`config.mk`:
```
export PLATFORM = sky130hd
export DESIGN_NAME = axi_mem_arbiter
export DESIGN_NICKNAME = d
export VERILOG_FILES = /design/src/rtl/axi_mem_arbiter.sv
export SDC_FILE = /design/constraint.sdc
export NUM_CORES = 1
export LEC_CHECK = 0
export ABC_CLOCK_PERIOD_IN_PS = 6110
export CAP_MARGIN = 20
export CORE_AREA = 2 2 174 176
export CTS_BUF_LIST = sky130_fd_sc_hd__clkbuf_8
export DETAILED_ROUTE_END_ITERATION = 12
export DIE_AREA = 0 0 176 178
export GPL_ROUTABILITY_DRIVEN = 0
export SYNTH_ARGS = -nofsm -noshare
export SYNTH_HDL_FRONTEND = slang
export SYNTH_SLANG_ARGS = --single-unit
```
`constraint.sdc`:
```
create_clock -name clk -period 6.11 [get_ports clk]
set_input_delay 0.611 -clock clk [delete_from_list [all_inputs] [get_ports clk]]
set_output_delay 0.611 -clock clk [all_outputs]
set_load 0.02 [all_outputs]
```
`src/rtl/axi_mem_arbiter.sv`:
```
// axi_mem_arbiter
// Shares the core's single 32-bit AXI4 master port between the instruction
// cache (read-only) and the data cache (reads plus write-backs). Reads and
// writes are handled by independent state machines, so one read burst and one
// write burst can be outstanding together. Reads are granted round-robin, and
// data-cache reads are held off while a write is outstanding so a read can
// never overtake an earlier write-back to the same line.
//
// Ports:
//   clk, rst_n                 core clock, asynchronous active-low reset
//   ireq_* / irsp_*            I-cache read request handshake and returned beats
//   dreq_* / drsp_*            D-cache read request handshake and returned beats
//   dw_valid/ready/addr/len/size     D-cache write-back request
//   dw_data_valid/ready/data/strb    D-cache write-back data beats
//   dw_done, dw_err            one-cycle write completion, error = b_resp[1]
//   ar_*, r_*, aw_*, w_*, b_*  AXI4 master channels toward mem_bus
module axi_mem_arbiter #(
    parameter logic [3:0] ICACHE_ID = 4'd0,
    parameter logic [3:0] DCACHE_ID = 4'd1
) (
    input  logic        clk,
    input  logic        rst_n,
    // I-cache read port
    input  logic        ireq_valid,
    output logic        ireq_ready,
    input  logic [31:0] ireq_addr,
    input  logic [7:0]  ireq_len,
    output logic        irsp_valid,
    output logic        irsp_last,
    output logic [31:0] irsp_data,
    // D-cache read port
    input  logic        dreq_valid,
    output logic        dreq_ready,
    input  logic [31:0] dreq_addr,
    input  logic [7:0]  dreq_len,
    input  logic [2:0]  dreq_size,
    output logic        drsp_valid,
    output logic        drsp_last,
    output logic [31:0] drsp_data,
    // D-cache write-back port
    input  logic        dw_valid,
    output logic        dw_ready,
    input  logic [31:0] dw_addr,
    input  logic [7:0]  dw_len,
    input  logic [2:0]  dw_size,
    input  logic        dw_data_valid,
    output logic        dw_data_ready,
    input  logic [31:0] dw_data,
    input  logic [3:0]  dw_strb,
    output logic        dw_done,
    output logic        dw_err,
    // AXI read address channel
    output logic [3:0]  ar_id,
    output logic [31:0] ar_addr,
    output logic [7:0]  ar_len,
    output logic [2:0]  ar_size,
    output logic [1:0]  ar_burst,
    output logic [1:0]  ar_lock,
    output logic [3:0]  ar_cache,
    output logic [2:0]  ar_prot,
    output logic        ar_valid,
    input  logic        ar_ready,
    // AXI read data channel
    input  logic [3:0]  r_id,
    input  logic [31:0] r_data,
    input  logic [1:0]  r_resp,
    input  logic        r_last,
    input  logic        r_valid,
    output logic        r_ready,
    // AXI write address channel
    output logic [3:0]  aw_id,
    output logic [31:0] aw_addr,
    output logic [7:0]  aw_len,
    output logic [2:0]  aw_size,
    output logic [1:0]  aw_burst,
    output logic [1:0]  aw_lock,
    output logic [3:0]  aw_cache,
    output logic [2:0]  aw_prot,
    output logic        aw_valid,
    input  logic        aw_ready,
    // AXI write data channel
    output logic [31:0] w_data,
    output logic [3:0]  w_strb,
    output logic        w_last,
    output logic        w_valid,
    input  logic        w_ready,
    // AXI write response channel
    input  logic [3:0]  b_id,
    input  logic [1:0]  b_resp,
    input  logic        b_valid,
    output logic        b_ready
);

    typedef enum logic [1:0] {R_IDLE, R_ADDR, R_DATA} r_state_e;
    typedef enum logic [1:0] {W_IDLE, W_ADDR, W_DATA, W_RESP} w_state_e;

    r_state_e    r_state_q, r_state_d;
    logic        owner_q, owner_d;            // 1 = D-cache owns the current read
    logic        last_grant_q, last_grant_d;  // 1 = D-cache won the previous grant
    logic [31:0] ar_addr_q, ar_addr_d;
    logic [7:0]  ar_len_q, ar_len_d;
    logic [2:0]  ar_size_q, ar_size_d;

    w_state_e    w_state_q, w_state_d;
    logic [31:0] aw_addr_q, aw_addr_d;
    logic [7:0]  aw_len_q, aw_len_d;
    logic [2:0]  aw_size_q, aw_size_d;
    logic [7:0]  beat_cnt_q, beat_cnt_d;

    logic        grant_i, grant_d;
    logic        r_fire, w_fire;

    // Response IDs and the low response bit carry nothing this block acts on.
    logic        unused_inputs;
    assign unused_inputs = ^{r_id, r_resp, b_id, b_resp[0]};

    // Grant decision. Readies are masked by rst_n so a requester never sees a
    // completed handshake while the block is held in reset.
    always_comb begin
        grant_i = 1'b0;
        grant_d = 1'b0;
        if (rst_n && r_state_q == R_IDLE) begin
            if (ireq_valid && dreq_valid && w_state_q == W_IDLE) begin
                grant_d = !last_grant_q;
                grant_i = last_grant_q;
            end else begin
                grant_i = ireq_valid;
                grant_d = dreq_valid && (w_state_q == W_IDLE);
            end
        end
    end

    assign r_fire = (r_state_q == R_DATA) && r_valid;
    assign w_fire = (w_state_q == W_DATA) && dw_data_valid && w_ready;

    // Read channel next state: capture the winner's request, then walk AR and R.
    always_comb begin
        r_state_d    = r_state_q;
        owner_d      = owner_q;
        last_grant_d = last_grant_q;
        ar_addr_d    = ar_addr_q;
        ar_len_d     = ar_len_q;
        ar_size_d    = ar_size_q;
        case (r_state_q)
            R_IDLE: begin
                if (grant_i || grant_d) begin
                    r_state_d    = R_ADDR;
                    owner_d      = grant_d;
                    last_grant_d = grant_d;
                    ar_addr_d    = grant_d ? dreq_addr : ireq_addr;
                    ar_len_d     = grant_d ? dreq_len  : ireq_len;
                    ar_size_d    = grant_d ? dreq_size : 3'b010;
                end
            end
            R_ADDR: if (ar_ready) r_state_d = R_DATA;
            R_DATA: if (r_valid && r_last) r_state_d = R_IDLE;
            default: r_state_d = R_IDLE;
        endcase
    end

    // Write channel next state: the beat counter restarts with every new request.
    always_comb begin
        w_state_d  = w_state_q;
        aw_addr_d  = aw_addr_q;
        aw_len_d   = aw_len_q;
        aw_size_d  = aw_size_q;
        beat_cnt_d = beat_cnt_q;
        case (w_state_q)
            W_IDLE: begin
                if (dw_valid) begin
                    w_state_d  = W_ADDR;
                    aw_addr_d  = dw_addr;
                    aw_len_d   = dw_len;
                    aw_size_d  = dw_size;
                    beat_cnt_d = 8'd0;
                end
            end
            W_ADDR: if (aw_ready) w_state_d = W_DATA;
            W_DATA: begin
                if (w_fire) begin
                    beat_cnt_d = beat_cnt_q + 8'd1;
                    if (beat_cnt_q == aw_len_q) w_state_d = W_RESP;
                end
            end
            W_RESP: if (b_valid) w_state_d = W_IDLE;
            default: w_state_d = W_IDLE;
        endcase
    end

    // All state, both channels; reset leaves the I-cache as last winner so the
    // D-cache takes the first tie.
    always_ff @(posedge clk or negedge rst_n) begin
        if (!rst_n) begin
            r_state_q    <= R_IDLE;
            owner_q      <= 1'b0;
            last_grant_q <= 1'b0;
            ar_addr_q    <= 32'd0;
            ar_len_q     <= 8'd0;
            ar_size_q    <= 3'd0;
            w_state_q    <= W_IDLE;
            aw_addr_q    <= 32'd0;
            aw_len_q     <= 8'd0;
            aw_size_q    <= 3'd0;
            beat_cnt_q   <= 8'd0;
        end else begin
            r_state_q    <= r_state_d;
            owner_q      <= owner_d;
            last_grant_q <= last_grant_d;
            ar_addr_q    <= ar_addr_d;
            ar_len_q     <= ar_len_d;
            ar_size_q    <= ar_size_d;
            w_state_q    <= w_state_d;
            aw_addr_q    <= aw_addr_d;
            aw_len_q     <= aw_len_d;
            aw_size_q    <= aw_size_d;
            beat_cnt_q   <= beat_cnt_d;
        end
    end

    // Read-side outputs
    assign ireq_ready = grant_i;
    assign dreq_ready = grant_d;
    assign ar_valid   = (r_state_q == R_ADDR);
    assign ar_id      = owner_q ? DCACHE_ID : ICACHE_ID;
    assign ar_addr    = ar_addr_q;
    assign ar_len     = ar_len_q;
    assign ar_size    = ar_size_q;
    assign ar_burst   = 2'b01;
    assign ar_lock    = 2'b00;
    assign ar_cache   = 4'd0;
    assign ar_prot    = 3'd0;
    assign r_ready    = (r_state_q == R_DATA);
    assign irsp_valid = r_fire && !owner_q;
    assign irsp_last  = r_fire && !owner_q && r_last;
    assign irsp_data  = r_data;
    assign drsp_valid = r_fire && owner_q;
    assign drsp_last  = r_fire && owner_q && r_last;
    assign drsp_data  = r_data;

    // Write-side outputs
    assign dw_ready      = rst_n && (w_state_q == W_IDLE) && dw_valid;
    assign aw_valid      = (w_state_q == W_ADDR);
    assign aw_id         = DCACHE_ID;
    assign aw_addr       = aw_addr_q;
    assign aw_len        = aw_len_q;
    assign aw_size       = aw_size_q;
    assign aw_burst      = 2'b01;
    assign aw_lock       = 2'b00;
    assign aw_cache      = 4'd0;
    assign aw_prot       = 3'd0;
    assign w_valid       = (w_state_q == W_DATA) && dw_data_valid;
    assign dw_data_ready = (w_state_q == W_DATA) && w_ready;
    assign w_data        = dw_data;
    assign w_strb        = dw_strb;
    assign w_last        = (w_state_q == W_DATA) && (beat_cnt_q == aw_len_q);
    assign b_ready       = (w_state_q == W_RESP);
    assign dw_done       = (w_state_q == W_RESP) && b_valid;
    assign dw_err        = (w_state_q == W_RESP) && b_valid && b_resp[1];

endmodule

```
Word-level counts from Yosys, hierarchy flattened

Cells that the tools add are included.

$add $sub $neg: 1
Eq/ne operators: 14
Muxes and demuxes: 21
Reduce and logical (&&, ||, !) cells: 28

Operators by type and width:

| operator              | number |
|---|---|
| $mux W32              | 1 |
| $mux W8               | 3 |
| $logic_and A1 B1 Y1   | 18 |
| $mux W2               | 8 |
| $pmux W8 S2           | 1 |
| $ne A2 B1 Y1 const B  | 5 |
| $add A8 B1 Y8 const B | 1 |
| $eq A8 B8 Y1          | 1 |
| $pmux W2 S4           | 1 |
| $eq A2 B2 Y1 const B  | 3 |
| $ne A2 B2 Y1 const B  | 3 |
| $pmux W2 S3           | 1 |
| $reduce_and A3 Y1     | 2 |
| $mux W1               | 5 |
| $reduce_and A5 Y1     | 1 |
| $eq A2 B1 Y1 const B  | 2 |
| $logic_not A2 Y1      | 2 |
| $reduce_and A2 Y1     | 2 |
| $mux W3               | 1 |
| $reduce_bool A2 Y1    | 1 |
| $logic_not A1 Y1      | 1 |
| $logic_or A1 B1 Y1    | 1 |

Register bits: 99
Bits of input ports: 218
Output and inout bits: 232
Word-level logic and storage cells: 74

Depth between registers and ports, before layout

Depth after elaboration: 7
Gate-level depth with buffers: 9
Mapped depth without buffers: 6

Least setup slack after synthesis

Ideal clock, no wire load.

Path type: reg-to-output
From: reg beat_cnt_q[2]
To: out w_last
Arrival: 1.349 ns
Required time: 5.499 ns
Slack: 4.150 ns
Stages on the path, launching flop included: 5
Buffers on the path: 1
Cells stage by stage: dfrtp_1 -> clkbuf_1 -> xor2_1 -> nor4_1 -> and3_1

Cells in the longest elaborated chain, start to end: 2

Ends and longest elaborated chain:

| item                   | RTL line | RTL |
|---|---|---|
| start, declared        | 108      | `logic [7:0] beat_cnt_q, beat_cnt_d;` |
| start signal, assigned | 216      | `beat_cnt_q <= beat_cnt_d;` |
| $eq A8 B8 Y1           | 255      | `assign w_last = (w_state_q == W_DATA) && (beat_cnt_q == aw_len_q);` |
| $logic_and A1 B1 Y1    | 255      |  |
| end, declared          | 84       | `output logic w_last,` |

Every way passes these cells.

Final worst setup path

From: in rst_n
To: out dreq_ready

Cells in the longest elaborated chain, start to end: 2

Ends and longest elaborated chain:

| item                | RTL line | RTL |
|---|---|---|
| start, declared     | 22       | `input logic rst_n,` |
| $logic_and A1 B1 Y1 | 122      | `if (rst_n && r_state_q == R_IDLE) begin` |
| $mux W1             | 122      |  |
| end, declared       | 33       | `output logic dreq_ready,` |

Every way passes these cells.

==> results.py <==
metrics = {
    "floorplan": {
        "initial_core_util": 0.185,
        "top_level_ports": 450,
        "core_area_um2": 29400,
        "rows": 63,
        "die_w_um": 176,
        "die-area_um2": 31300,
        "die_y_um": 178,
    },
    "hold_path": {
        "hold_path.class": "primary input to asynchronous set/reset pin",
    },
    "clock_tree": {
        "cts_buffers": 9,
        "ctsResizeCount": 0,
        "cts_tree": "yes",
        "htree_levels": 3,
        "ctsLongestPathBuffers": 2,
        "postCtsHoldBufs": 0,
        "cts.reportedPaths.clkPinSlew_ns": 0.10,
        "clkLatencyLatePin_ns": 0.38,
        "cts_setup_buffers": 0,
        "cts.sinks": 99,
        "cts-root-buf": "clkbuf_8",
    },
    "final_layout": {
        "final_cell_mix": "clkdlybuf4s50_1, dfrtp_1, nand2_1",
        "layout.cells.most_common": "clkdlybuf4s50_1",
        "nNetsFinal": 869,
        "postLayoutCoreUtil": 0.260,
        "fin_area_um2": 7640,
        "drive_gt1_frac": 0.111,
        "diodes": 0,
        "syn_to_final_growth_pct": 40.4,
    },
    "logic_synthesis": {
        "yosysUniqueCellTypes": 41,
        "synth.avg_cell_area_um2": 10.6,
        "synth.area.top_cells": "dfrtp_1, buf_4, mux2_2, mux2i_1, o21ai_0",
        "ys_ff_latch": 99,
        "mappedNetlistArea_um2": 5440,
        "synth_seq_area_share": 0.455,
        "ys_warn_count": 0,
        "netlist.area_leader.share": 0.455,
        "synth.largest_area_cell": "dfrtp_1",
        "synth_cells": 514,
    },
    "place": {
        "dpl_cell_area_um2": 7430,
        "portBuffers": 241,
        "dp_hpwl_mm": 11.2,
    },
    "drt": {
        "drt-initial-drc-count": 119,
        "drt-total-wl_mm": 14.6,
        "drt-pass1-iter-count": 4,
        "drcViolationCount": 0,
        "viasPerCell": 3.69,
        "vias": 3844,
        "final_antenna_net_count": 0,
        "drt-wirelength-per-cell_um": 14.0,
    },
    "global_route": {
        "overflow": 0,
        "grt_usage": 0.0902,
        "grt_pass1_wl_mm": 21.2,
        "grt_pass1_vias": 3760,
        "antenna_found_initial": 0,
        "grt_max_degree": 85,
    },
    "sta": {
        "fin_skew_ns": 0.0176,
        "max-slew-margin-rel": 0.492,
        "slew_viol_final": 0,
        "tightest_slew_ns": 0.763,
        "max_freq_ghz": 0.271,
        "timing.final.crit_share": 0.603,
        "tns_ns": 0,
        "finalSetupViolCount": 0,
        "rsz0062_at_grt": "false",
        "hold_viol_final": 0,
        "period_needed_ns": 3.68,
    },
    "flow_run": {
        "maxCapViolations": 0,
    },
    "setup_path": {
        "path_max_fanout": 48,
        "worstSetupPathType": "primary input to output pin",
        "worstPathArrival_ns": 3.07,
        "cp-end-kind": "output pin",
        "worstSetupStartpointType": "primary input",
        "required_ns": 5.50,
    },
    "power_and_ir_drop": {
        "power.leakage_nw": 3.42,
        "irDropWorstVdd_mv": 0.176,
        "p_per_area_nw_per_um2": 445,
    },
    "run_status": {
        "outcome": "finished, final reports clean",
    },
}
==> flip-flops by register name, summed over array words and instances (netlist names) <==
name,flops
w_state_q,2
ar_len,8
aw_addr,32
aw_len,8
r_state_q,2
ar_size,3
beat_cnt_q,8
aw_size,3
ar_addr,32
last_grant_q,1
==> synth_stat cells, drive strengths merged <==
library cell  number
nor2              11
a2111oi            1
ha                 5
a21o               1
nor2b              3
xnor2              1
o211a              1
xor2               8
a21boi             1
nor4               3
and2               4
o21ai             47
a32o               1
and3               3
a31oi              2
a21oi              5
mux2i             41
clkbuf            15
nand3b             1
inv                8
dfrtp             99
o31ai              1
or4                1
nand3              4
nor3b              1
or3                2
a41o               1
a22o               3
nor4b              1
mux2              44
a311o              1
buf              136
and4               2
a31o               1
nand2             51
conb               2
nand2b             2
==> power breakdown <==
group	switching [mW]	internal (mW)	total, mW
Combinational	0.893	0.904	1.80
Clock	0.242	0.210	0.452
Sequential	0.191	0.961	1.15
==> worst max-delay path: stages <==
cell             delay, ns
buf_4                 0.48
nor3b_1               0.58
nand3_2               0.11
buf_4                 0.36
inv_1                 0.23
clkdlybuf4s50_1       0.63
==> kinds of logic after synthesis <==
logic type / count (synthesis) / synth area share
and+or+nand+nor: 89 / 0.0782
DFF: 99 / 0.455
other: 2 / 0.00138
muxes: 85 / 0.166
AOI/OAI and AO/OA: 66 / 0.0708
buffers and inverters: 159 / 0.202
adders and majority gates: 5 / 0.0115
xor gates and xnor gates: 9 / 0.0145
==> cell type report <==
cell class | count | area (µm²)
inverters | 8 | 30.0
well taps | 390 | 488
repair buffers | 245 | 2450
flip-flops and latches | 99 | 2480
clock buffers | 11 | 151
clock inverters | 5 | 52.6
multi-input cells | 283 | 1990
fillers | 3119 | 21800
==> metal layers <==
metal,GRT usage,vias up,routed length [µm]
met5,0,-,0
met4,0.0520,0,572
met3,0.0396,50,1480
met2,0.151,221,7060
met1,0.0946,1747,5500
li1,-,1826,-
==> per-stage QoR <==
step                worst slack, ns  power [mW]  hold WS [ns]  instances
floorplan                      4.15        2.21         0.315        541
global placement               2.36        2.97         0.461       1024
detailed placement             2.33        3.00         0.470       1025
CTS                            2.33        3.48         0.224       1041
global route                   2.18        3.65         0.246       1041
finish                         2.43        3.40         0.234       1041
==> path summary, 6_finish.rpt <==
check                                  start            to  slack [ns]  depth (start not counted)
worst min-delay path                   rst_n   ar_addr[21]        0.23                          1
worst max-delay path                   rst_n    dreq_ready        2.43                          6
worst max register to register  w_state_q[0]  w_state_q[1]        3.71                          6
worst min register to register   ar_addr[15]   ar_addr[15]        0.49                          2
max in group asynchronous              rst_n    aw_addr[4]        4.66                          2
min in group clk                 ar_addr[15]   ar_addr[15]        0.49                          2
No activity file was read; power rests on OpenSTA's default activity.
